**config.mk**
```make
export PLATFORM = sky130hd
export DESIGN_NAME = current_instruction_register
export DESIGN_NICKNAME = d
export VERILOG_FILES = /design/src/rtl/current_instruction_register_pkg.sv /design/src/rtl/current_instruction_register.sv
export SDC_FILE = /design/constraint.sdc
export NUM_CORES = 1
export LEC_CHECK = 0
export ABC_CLOCK_PERIOD_IN_PS = 2950
export CORE_AREA = 2 2 85 87
export CTS_CLUSTER_DIAMETER = 200
export DETAILED_ROUTE_END_ITERATION = 7
export DIE_AREA = 0 0 87 89
export HOLD_SLACK_MARGIN = 0.12
export PLACE_DENSITY = 0.89
export SETUP_SLACK_MARGIN = 0.2
export SLEW_MARGIN = 20
export SYNTH_ARGS = -nofsm -noshare
export SYNTH_HDL_FRONTEND = slang
export SYNTH_SLANG_ARGS = --single-unit
```
**constraint.sdc**
```tcl
create_clock -name clock -period 2.95 [get_ports clock]
set_input_delay 0.59 -clock clock [delete_from_list [all_inputs] [get_ports clock]]
set_output_delay 0.59 -clock clock [all_outputs]
set_load 0.01 [all_outputs]
```
**src/rtl/current_instruction_register_pkg.sv**
```systemverilog
// Shared instruction-word layout for the ECO32 CPU: field bit positions, widths
// and the immediate extension helpers used by the decode stage.
package current_instruction_register_pkg;

    localparam int unsigned INSTRUCTION_WIDTH    = 32;
    localparam int unsigned REGISTER_INDEX_WIDTH = 5;
    localparam int unsigned OPCODE_WIDTH         = 6;
    localparam int unsigned IMMEDIATE_WIDTH      = 16;
    localparam int unsigned OFFSET_WIDTH         = 26;

    localparam int unsigned OPCODE_MSB   = 31;
    localparam int unsigned OPCODE_LSB   = 26;
    localparam int unsigned RX_MSB       = 25;
    localparam int unsigned RX_LSB       = 21;
    localparam int unsigned RY_MSB       = 20;
    localparam int unsigned RY_LSB       = 16;
    localparam int unsigned RZ_MSB       = 15;
    localparam int unsigned RZ_LSB       = 11;
    localparam int unsigned IMM16_MSB    = 15;
    localparam int unsigned IMM16_LSB    = 0;
    localparam int unsigned OFFSET26_MSB = 25;
    localparam int unsigned OFFSET26_LSB = 0;

    function automatic logic [INSTRUCTION_WIDTH-1:0] sign_extend_imm16(
        input logic [IMMEDIATE_WIDTH-1:0] imm
    );
        return {{(INSTRUCTION_WIDTH-IMMEDIATE_WIDTH){imm[IMMEDIATE_WIDTH-1]}}, imm};
    endfunction

    function automatic logic [INSTRUCTION_WIDTH-1:0] zero_extend_imm16(
        input logic [IMMEDIATE_WIDTH-1:0] imm
    );
        return {{(INSTRUCTION_WIDTH-IMMEDIATE_WIDTH){1'b0}}, imm};
    endfunction

endpackage

```
**src/rtl/current_instruction_register.sv**
```systemverilog
// Current instruction register: captures the fetched word on writeEnable and
// exposes the raw word plus decoded fields, all derived from the stored value.
module current_instruction_register
    import current_instruction_register_pkg::*;
#(
    parameter logic [INSTRUCTION_WIDTH-1:0] RESET_VALUE = 32'h0000_0000
) (
    input  logic                            clock,
    input  logic                            resetN,
    input  logic                            writeEnable,
    input  logic [INSTRUCTION_WIDTH-1:0]    busReadData,
    output logic [INSTRUCTION_WIDTH-1:0]    currentInstruction,
    output logic                            instructionValid,
    output logic [OPCODE_WIDTH-1:0]         opcode,
    output logic [REGISTER_INDEX_WIDTH-1:0] rx,
    output logic [REGISTER_INDEX_WIDTH-1:0] ry,
    output logic [REGISTER_INDEX_WIDTH-1:0] rz,
    output logic [IMMEDIATE_WIDTH-1:0]      immediate16,
    output logic [INSTRUCTION_WIDTH-1:0]    immediate16SignExtended,
    output logic [INSTRUCTION_WIDTH-1:0]    immediate16ZeroExtended,
    output logic [OFFSET_WIDTH-1:0]         offset26
);

    logic [INSTRUCTION_WIDTH-1:0] r_instruction;
    logic                         r_valid;
    logic [IMMEDIATE_WIDTH-1:0]   w_imm16;

    // Instruction latch; reset wins over a pending load.
    always_ff @(posedge clock or negedge resetN) begin
        if (!resetN) begin
            r_instruction <= RESET_VALUE;
            r_valid       <= 1'b0;
        end else if (writeEnable) begin
            r_instruction <= busReadData;
            r_valid       <= 1'b1;
        end
    end

    // Fields come from the stored word only, never from the bus.
    assign w_imm16                 = r_instruction[IMM16_MSB:IMM16_LSB];
    assign currentInstruction      = r_instruction;
    assign instructionValid        = r_valid;
    assign opcode                  = r_instruction[OPCODE_MSB:OPCODE_LSB];
    assign rx                      = r_instruction[RX_MSB:RX_LSB];
    assign ry                      = r_instruction[RY_MSB:RY_LSB];
    assign rz                      = r_instruction[RZ_MSB:RZ_LSB];
    assign immediate16             = w_imm16;
    assign immediate16SignExtended = sign_extend_imm16(w_imm16);
    assign immediate16ZeroExtended = zero_extend_imm16(w_imm16);
    assign offset26                = r_instruction[OFFSET26_MSB:OFFSET26_LSB];

endmodule

```
==> impl_metrics.json <==
{
  "status": "completed",
  "maxCapViolCount": 0,
  "dp.cells": 341,
  "hp-class": "in2async",
  "avgViaCountPerCell": 3.87,
  "mappedNetlistArea_um2": 2330,
  "grt_pass1_vias": 1303,
  "row_count": 30,
  "htreeDepth": 2,
  "worst_pin_slew_ns": 0.750,
  "yosysWarningCount": 0,
  "ff_latch_area_um2": 826,
  "cp_max_fo": 23,
  "final.setup_skew_ns": 0,
  "synth.area.mux_share": 0.201,
  "rsz0062_at_grt": "false",
  "p_seq_frac": 0.371,
  "fin_setup_tns_ns": 0,
  "syn_inst": 198,
  "max-slew-margin-rel": 0.500,
  "routedWlPerCell_um": 14.2,
  "cp.required_ns": 2.36,
  "fillers": 591,
  "ys_seq_area_frac": 0.354,
  "clk_latency_ns": 0.27,
  "comb_power_share": 0.427,
  "period_needed_ns": 2.24,
  "antenna_left": 0,
  "antenna_found_initial": 0,
  "setup_viol": 0,
  "gp_congestion": 0.653,
  "critPathBufInv": 1,
  "reg2reg_from": "currentInstruction[15]",
  "holdBufCountCts": 0,
  "fmax_mhz": 446,
  "synth_cell_types": 8,
  "cts.clk_slew.worst_paths_ns": 0.07,
  "drive_above_1_share": 0.154,
  "crit_type": "reg2out",
  "finalCritPeriodShare": 0.759,
  "core_area_um2": 6720,
  "pwr-share-clk": 0.202,
  "drt-initial-drc-count": 23,
  "yosysTopAreaCell": "buf_4",
  "synthXorXnorAreaFrac": 0,
  "peakVddDrop_v": 0.000242,
  "routed_wl_um": 4920,
  "fp.dieW_um": 87,
  "first_pass_iters": 2,
  "r2r_slack_ns": 1.87,
  "reg2reg_to": "currentInstruction[15]",
  "p_sw_w": 0.000436,
  "placed_cell_area_um2": 3240,
  "final-hold-violation-count": 0,
  "start_kind": "flip-flop",
  "grt_max_degree": 34,
  "intPower_w": 0.00107,
  "slew_violations": 0,
  "cts_setup_buffers": 0,
  "syn_area_per_cell_um2": 11.8,
  "layout_commonest_cell": "clkdlybuf4s50_1",
  "dieArea_um2": 7740,
  "cts_buffers": 5,
  "drcViolationCount": 0,
  "final_cell_mix": "176 x clkdlybuf4s50_1, 33 x dfrtp_1, 29 x mux2_4",
  "grt_pass1_wl_um": 6910,
  "stdcell_area_um2": 3310,
  "initial_utilization": 0.347,
  "cp_cell_sequence": "clkdlybuf4s50_1",
  "reg2reg_depth": 1,
  "diodes": 0,
  "max_stage_delay_ns": 0.72,
  "grt_overflow": 0,
  "die_y_um": 89,
  "fin_util": 0.493,
  "critPathCaptureType": "primary output",
  "ys_ff_latch": 33,
  "power_per_cell_area_nw_per_um2": 456,
  "hpwl_um": 3810,
  "cts_resized": 0,
  "critPathSlowestCell": "dfrtp_1",
  "synthSimpleGateAreaFrac": 0.00269,
  "worstSetupPathDepth": 1,
  "cts_root_buffer": "clkbuf_8",
  "leakagePower_nw": 1.43,
  "synth_compound_area_frac": 0,
  "synth_top_family_by_area": "buffers and inverters",
  "layout.nets": 303,
  "port_buffers": 178,
  "grt_util_all_layers": 0.116,
  "arrival_ns": 1.65,
  "synth_top_cell_area_share": 0.409,
  "synth_top_cells_by_area": "buf_4 41%, dfrtp_1 35%, mux2_4 19%",
  "p_sw_frac": 0.289,
  "cts.sinks": 33,
  "multi_input_comb_area_um2": 536,
  "crit_family": "flip-flops",
  "clock_path_buffers": 2,
  "dr_total_vias": 1342,
  "area_growth_pct": 42.3,
  "num_io_pins": 195,
  "fin_cells": 347,
  "synth_fa_ha_area_frac": 0,
  "cts_tree": "yes",
  "whs_ns": 0.379
}
==> cell usage after synthesis, drive strengths merged <==
cell type and instances:
buf 131, dfrtp 33, mux2 32, conb 1
or2 1
==> power by group through the flow <==
stage | Clock (W) | Sequential (W) | Combinational (W)
floorplan | 0 | 0.000578 | 0.000412
global placement | 0 | 0.000565 | 0.000640
detailed placement | 0 | 0.000569 | 0.000652
CTS | 0.000325 | 0.000563 | 0.000653
global route | 0.000346 | 0.000572 | 0.000678
finish | 0.000305 | 0.000560 | 0.000645
==> state kept, by name, indices dropped and copies added (netlist names) <==
signal / flops
currentInstruction: 32
instructionValid: 1
==> worst max-delay path by stage <==
| stage | startpoint | end |
|---|---|---|
| 4_1_cts | currentInstruction[15] | immediate16SignExtended[17] |
| 6_report | currentInstruction[15] | offset26[15] |
| 3_5_place_dp | currentInstruction[15] | immediate16SignExtended[17] |
| 2_1_floorplan | currentInstruction[15] | immediate16SignExtended[15] |
| 5_1_grt | currentInstruction[15] | immediate16SignExtended[23] |
| 3_3_place_gp | writeEnable | currentInstruction[18] |
==> metrics by stage <==
stage / setup slack [ns] / power [W]
after floorplan: 1.46 / 0.000990
after global placement: 1.05 / 0.00121
after detailed placement: 0.963 / 0.00122
after CTS: 0.655 / 0.00154
after global routing: 0.582 / 0.00160
final: 0.710 / 0.00151
==> layout make-up <==
type,count,area share
clock inverters,1,0.00151
flip-flops and latches,33,0.249
repair buffers,179,0.537
well taps,80,0.0302
multi-input cells,49,0.162
clock buffers,5,0.0208
==> per-layer routing <==
metal  vias up  GRT usage  part of all wire
li1        619          -                 -
met1       631      0.132              0.37
met2        88      0.200              0.53
met3         4     0.0425             0.085
met4         0     0.0426             0.010
met5         -          0                 0
==> kinds of logic (layout without fill, tap and decap cells) <==
family / after synthesis / count (layout)
buffers and inverters: 131 / 185
DFF: 33 / 33
muxes: 32 / 32
other: 1 / 16
and+or+nand+nor: 1 / 1
No activity file was read; power rests on OpenSTA's default activity.
